File: src/rtl/pipe_ctrl_pkg.sv
// Shared types and constants for the pipeline sequencer: FSM state codes,
// stall-vector encodings and the bundle of combinational control outputs.
package pipe_ctrl_pkg;

    typedef enum logic [1:0] {
        ST_RUN     = 2'b00,
        ST_EX_WAIT = 2'b01,
        ST_FLUSH   = 2'b10
    } state_e;

    // Stall bit order: [0]pc [1]if [2]id [3]ex [4]mem [5]wb
    localparam logic [5:0] STALL_NONE = 6'b000000;
    localparam logic [5:0] STALL_ID   = 6'b000111;
    localparam logic [5:0] STALL_EX   = 6'b001111;

    typedef struct packed {
        logic [5:0] stall;
        logic       id_ex_bubble;
        logic       ex_abort;
    } ctrl_t;

    localparam ctrl_t CTRL_IDLE = '{stall: STALL_NONE, id_ex_bubble: 1'b0, ex_abort: 1'b0};

endpackage

File: src/rtl/pipe_ctrl_lu_hazard_det.sv
// Combinational read-after-load hazard check between the ID stage sources and
// a producing stage's destination. Kept generic so it can serve other hazard checks.
module lu_hazard_det #(
    parameter int REG_ADDR_W = 5
) (
    input  logic                  src_a_read,
    input  logic                  src_b_read,
    input  logic [REG_ADDR_W-1:0] src_a_addr,
    input  logic [REG_ADDR_W-1:0] src_b_addr,
    input  logic                  dst_we,
    input  logic                  dst_is_load,
    input  logic [REG_ADDR_W-1:0] dst_addr,
    output logic                  hit
);

    logic dst_live;
    logic a_match;
    logic b_match;

    // Register 0 is hardwired to zero, so a write to it never creates a dependency.
    assign dst_live = dst_we & dst_is_load & (dst_addr != '0);
    assign a_match  = src_a_read & (src_a_addr == dst_addr);
    assign b_match  = src_b_read & (src_b_addr == dst_addr);
    assign hit      = dst_live & (a_match | b_match);

endmodule

File: src/rtl/pipe_ctrl.sv
// Pipeline sequencer for the 5-stage core: owns the stall vector, the one-cycle
// flush, the multi-cycle EX watchdog and the saturating stall counter.
module pipe_ctrl
    import pipe_ctrl_pkg::*;
#(
    parameter int REG_ADDR_W = 5,
    parameter int EX_TIMEOUT = 64,
    parameter int CNT_W      = 32
) (
    input  logic                  clk,
    input  logic                  rst,
    input  logic                  id_rs_read,
    input  logic                  id_rt_read,
    input  logic [REG_ADDR_W-1:0] id_rs_addr,
    input  logic [REG_ADDR_W-1:0] id_rt_addr,
    input  logic                  ex_we,
    input  logic                  ex_is_load,
    input  logic [REG_ADDR_W-1:0] ex_w_addr,
    input  logic                  ex_start,
    input  logic                  ex_done,
    input  logic                  flush_req,
    output logic [5:0]            stall,
    output logic                  id_ex_bubble,
    output logic                  flush,
    output logic                  ex_abort,
    output logic                  ex_timeout,
    output logic [CNT_W-1:0]      stall_cnt
);

    localparam int                WAIT_W    = (EX_TIMEOUT > 2) ? $clog2(EX_TIMEOUT) : 1;
    localparam logic [WAIT_W-1:0] WAIT_LAST = WAIT_W'(EX_TIMEOUT - 1);

    state_e            state_q,      state_d;
    logic [WAIT_W-1:0] wait_cnt_q,   wait_cnt_d;
    logic [CNT_W-1:0]  stall_cnt_q,  stall_cnt_d;
    logic              ex_timeout_q, ex_timeout_d;
    ctrl_t             ctrl;
    logic              lu_hit;

    lu_hazard_det #(
        .REG_ADDR_W (REG_ADDR_W)
    ) u_lu_hazard_det (
        .src_a_read  (id_rs_read),
        .src_b_read  (id_rt_read),
        .src_a_addr  (id_rs_addr),
        .src_b_addr  (id_rt_addr),
        .dst_we      (ex_we),
        .dst_is_load (ex_is_load),
        .dst_addr    (ex_w_addr),
        .hit         (lu_hit)
    );

    always_comb begin
        // NOTE: every signal written here gets a default first, so no path can leave one unassigned and infer a latch.
        state_d      = state_q;
        wait_cnt_d   = wait_cnt_q;
        ex_timeout_d = ex_timeout_q;
        ctrl         = CTRL_IDLE;

        unique case (state_q)
            ST_RUN: begin
                if (flush_req) begin
                    state_d = ST_FLUSH;
                end else if (ex_start) begin
                    // A single-cycle completion never needs to hold the front of the pipe.
                    if (!ex_done) begin
                        ctrl.stall = STALL_EX;
                        state_d    = ST_EX_WAIT;
                        wait_cnt_d = '0;
                    end
                end else if (lu_hit) begin
                    ctrl.stall        = STALL_ID;
                    ctrl.id_ex_bubble = 1'b1;
                end
            end
            ST_EX_WAIT: begin
                if (flush_req) begin
                    ctrl.ex_abort = 1'b1;
                    state_d       = ST_FLUSH;
                end else if (ex_done) begin
                    state_d = ST_RUN;
                end else if (wait_cnt_q == WAIT_LAST) begin
                    ctrl.ex_abort = 1'b1;
                    ex_timeout_d  = 1'b1;
                    state_d       = ST_RUN;
                end else begin
                    ctrl.stall = STALL_EX;
                    wait_cnt_d = wait_cnt_q + 1'b1;
                end
            end
            ST_FLUSH: begin
                state_d = ST_RUN;
            end
            default: begin
                state_d = ST_RUN;
            end
        endcase

        // The multi-cycle unit resets on rst itself, so no abort is issued here.
        if (rst) begin
            ctrl = CTRL_IDLE;
        end

        stall_cnt_d = stall_cnt_q;
        if ((ctrl.stall != STALL_NONE) && (stall_cnt_q != '1)) begin
            stall_cnt_d = stall_cnt_q + 1'b1;
        end
    end

    // NOTE: state registers use non-blocking assignments so every flop samples pre-edge values regardless of block order.
    always_ff @(posedge clk) begin
        if (rst) begin
            state_q      <= ST_RUN;
            wait_cnt_q   <= '0;
            stall_cnt_q  <= '0;
            ex_timeout_q <= 1'b0;
        end else begin
            state_q      <= state_d;
            wait_cnt_q   <= wait_cnt_d;
            stall_cnt_q  <= stall_cnt_d;
            ex_timeout_q <= ex_timeout_d;
        end
    end

    assign stall        = ctrl.stall;
    assign id_ex_bubble = ctrl.id_ex_bubble;
    assign ex_abort     = ctrl.ex_abort;
    assign flush        = (state_q == ST_FLUSH) & ~rst;
    assign ex_timeout   = ex_timeout_q;
    assign stall_cnt    = stall_cnt_q;

endmodule

File: config.mk
export PLATFORM = sky130hd
export DESIGN_NAME = pipe_ctrl
export DESIGN_NICKNAME = d
export VERILOG_FILES = /design/src/rtl/pipe_ctrl_pkg.sv /design/src/rtl/pipe_ctrl_lu_hazard_det.sv /design/src/rtl/pipe_ctrl.sv
export SDC_FILE = /design/constraint.sdc
export NUM_CORES = 1
export LEC_CHECK = 0
export BUFFER_PORTS_ARGS = -buffer_cell sky130_fd_sc_hd__buf_2
export CAP_MARGIN = 10
export CORE_UTILIZATION = 28
export DETAILED_ROUTE_END_ITERATION = 12
export GPL_TIMING_DRIVEN = 1
export PLACE_DENSITY = 0.45
export SYNTH_ARGS = -nofsm -noshare
export SYNTH_HDL_FRONTEND = slang
export SYNTH_HIERARCHICAL = 1
export SYNTH_SLANG_ARGS = --single-unit
export TNS_END_PERCENT = 5
File: constraint.sdc
create_clock -name clk -period 3.32 [get_ports clk]
set_input_delay 0.332 -clock clk [delete_from_list [all_inputs] [get_ports clk]]
set_output_delay 0.332 -clock clk [all_outputs]
set_load 0.02 [all_outputs]
==> flow_metrics.py <==
metrics = {
    "clock_tree": {
        "path_clk_slew_ns": 0.08,
        "ctsResizeCount": 0,
        "clk-insertion-delay-late_ns": 0.29,
        "post_cts.repair.setup_buffers": 0,
        "cts_made_buffers": 5,
        "cts_max_level": 2,
        "clockBufferDepth": 2,
        "cts_tree": "built",
        "clockRootBuffer": "clkbuf_8",
        "hold_buffers": 0,
        "cts.sinks": 41,
    },
    "grt": {
        "grt_pass1_vias": 2241,
        "grt_pass1_wl_mm": 11.0,
        "antenna_found_initial": 0,
        "grt_overflow": 0,
        "grt.total_usage_pct": 15.7,
        "grt_max_degree": 41,
    },
    "critical_path": {
        "start_kind": "input port",
        "required_ns": 2.99,
        "crit_path_end_kind": "output port",
        "critical_path_class": "in -> out",
        "worstPathMaxFanout": 20,
        "arrival_ns": 2.55,
    },
    "routing": {
        "drc_errors": 0,
        "dr_wl_met2_mm": 2.99,
        "wl_met3_um": 247,
        "avgViaCountPerCell": 5.30,
        "ant_nets": 0,
        "wl_per_cell_um": 14.6,
        "drtIter0Drc": 72,
        "firstDrtPassIters": 4,
        "route.vias.total": 2362,
        "routedLengthMet1_mm": 3.23,
        "wirelength_mm": 6.53,
        "routed.top_layer": "met4",
    },
    "yosys": {
        "synth_edf_count": 0,
        "ys_ff_latch": 41,
        "synthDistinctLibCells": 48,
        "synth_top_area_share_pct": 34.3,
        "synthTopCellsByArea": "dfxtp_1, a21oi_1, nand3_1, or4_1, o31ai_1",
        "synth_warnings": 6,
        "yosysTopAreaCell": "dfxtp_1",
        "postSynthAreaPerCell_um2": 8.49,
        "synth_ff_type": "dfxtp_1",
        "syn_area_um2": 2390,
        "async_flop_share_pct": 0,
        "syn_inst": 282,
        "synth-seq-area-share_pct": 34.3,
    },
    "placed_design": {
        "portBuffers": 63,
        "place_congestion": 0.814,
        "dpl_cell_area_um2": 2800,
        "detailed_place_hpwl_mm": 4.87,
        "dpl_worst_slack_ns": 0.318,
    },
    "layout": {
        "antenna_cells": 0,
        "nets": 366,
        "drive_gt1_share_pct": 26.1,
        "final_cell_area_um2": 2890,
        "area_delta_synth_final_pct": 20.5,
    },
    "die": {
        "io_pins": 66,
        "num_rows": 33,
        "start_util_pct": 29.0,
        "die_y_um": 94.5,
        "die_w_um": 94.5,
        "dieArea_um2": 8930,
        "core_um2": 8260,
    },
    "timing": {
        "tns_ns": 0,
        "fin_crit_ns": 2.88,
        "fin_worst_skew_ns": 0.0115,
        "fin_crit_sh_pct": 86.8,
        "maxSlewViolCount": 0,
        "hold_viol": 0,
        "worst_pin_slew_ns": 0.803,
        "fmax_mhz": 347,
        "finalSetupViolCount": 0,
        "max_slew_margin_pct": 46.5,
        "rsz0062_at_grt": "no",
        "setup_slack_ns": 0.438,
    },
    "outcome": {
        "outcome": "finished, final reports clean",
    },
    "pwr": {
        "p_leak_nw": 1.06,
        "power.switching_w": 0.000226,
        "power.clock.fraction_pct": 36.8,
        "ir_worst_vdd_mv": 0.129,
        "p_int_w": 0.000665,
        "power-per-cell-area_nw_per_um2": 309,
        "switching_share_pct": 25.4,
        "combPwrFrac_pct": 7.4,
        "power_frac_seq_pct": 55.8,
    },
    "run": {
        "drv_cap": 0,
    },
    "min_path": {
        "hold_path.class": "in -> reg",
    },
}
==> area by class of cell <==
| class | count | area, um^2 |
|---|---|---|
| Inverter | 2 | 7.51 |
| Multi-Input combinational cell | 222 | 1480 |
| Timing Repair Buffer | 68 | 365 |
| Clock buffer | 5 | 68.8 |
| Fill cell | 915 | 5370 |
| Clock inverter | 3 | 17.5 |
| Sequential cell | 41 | 821 |
| Tap cell | 105 | 131 |
==> critical path, stage by stage <==
cell,delay [ns]
buf_2,0.12
or4_1,0.54
o211ai_2,0.16
a21oi_1,0.06
or4b_1,0.19
o21ai_2,0.08
o21ai_2,0.63
inv_2,0.21
buf_2,0.23
==> metal layers <==
| layer | GRT usage [%] | up-vias |
|---|---|---|
| met5 | 0 | - |
| met4 | 4.55 | 0 |
| met3 | 3.30 | 7 |
| met2 | 25.2 | 43 |
| met1 | 21.2 | 1107 |
| li1 | - | 1205 |
==> cell usage after synthesis, drive strengths merged, types with 3 or more instances <==
cell type,instances
nor4,6
buf,10
nor4b,4
or4b,5
nand3,22
o311ai,5
nand4,8
mux2,5
nor2b,5
and2,6
or2,3
clkbuf,8
and4,8
nand2,17
o41ai,8
or3,5
o31ai,12
xor2,8
nor2,19
a21oi,25
o211ai,3
xnor2,7
o21ai,9
dfxtp,41
or4,14
nor3,4
==> stage by stage <==
step | power [W] | hold WS (ns) | util [%] | std cells
floorplan | 0.000548 | 0.454 | - | 283
detailed placement | 0.000575 | 0.474 | 33.9 | 438
CTS | 0.000910 | 0.343 | 35.0 | 446
global placement | 0.000575 | 0.464 | 33.9 | 438
finish | 0.000891 | 0.348 | 35.0 | 446
global route | 0.000938 | 0.350 | 35.0 | 446
==> path summary, 6_finish.rpt <==
| check | depth (start not counted) | from | endpoint | slack [ns] |
|---|---|---|---|---|
| setup / recovery | 9 | ex_w_addr[3] | stall[1] | 0.44 |
| hold / removal | 2 | flush_req | state_q[1]$_SDFFE_PP0P_ | 0.35 |
| setup reg to reg | 6 | stall_cnt[0]$_SDFFE_PP0P_ | stall_cnt[30]$_SDFFE_PP0P_ | 0.86 |
| hold reg to reg | 2 | ex_timeout$_SDFFE_PP0P_ | ex_timeout$_SDFFE_PP0P_ | 0.48 |
==> power by group through the flow <==
| stage | Clock, W | Combinational (W) | Sequential [W] |
|---|---|---|---|
| after floorplan | 0 | 0.0000402 | 0.000508 |
| after CTS | 0.000346 | 0.0000669 | 0.000497 |
| after global placement | 0 | 0.0000665 | 0.000508 |
| after detailed placement | 0 | 0.0000668 | 0.000508 |
| final | 0.000328 | 0.0000661 | 0.000497 |
| after global routing | 0.000367 | 0.0000733 | 0.000498 |
==> flip-flops by register name, indices dropped and copies added (netlist names) <==
name        flops
stall_cnt      32
state_q         2
wait_cnt_q      6
ex_timeout      1
==> cell usage in the layout (no fill, tap or decap), drive strengths merged, types with 8 or more instances in the layout <==
master	Yosys	layout
buf	10	68
xor2	8	8
nand2	17	17
o41ai	8	8
o21ai	9	9
and4	8	8
nand4	8	8
dfxtp	41	41
a21oi	25	25
nand3	22	22
or4	14	14
o31ai	12	12
nor2	19	19
==> kinds of logic (layout without fill, tap and decap cells) <==
kind of cell / Yosys count / after routing / share of synthesized area (%)
AND/OR/NAND/NOR: 130 / 130 / 32.8
AO/OA/AOI/OAI: 67 / 67 / 18.9
flip-flops: 41 / 41 / 34.3
buffers and inverters: 20 / 78 / 4.54
XOR/XNOR: 15 / 15 / 5.49
multiplexers: 6 / 6 / 2.77
adder cells (fa/ha/maj): 2 / 2 / 1.04
other: 1 / 2 / 0.157
Power figures use the tool's default switching activity.
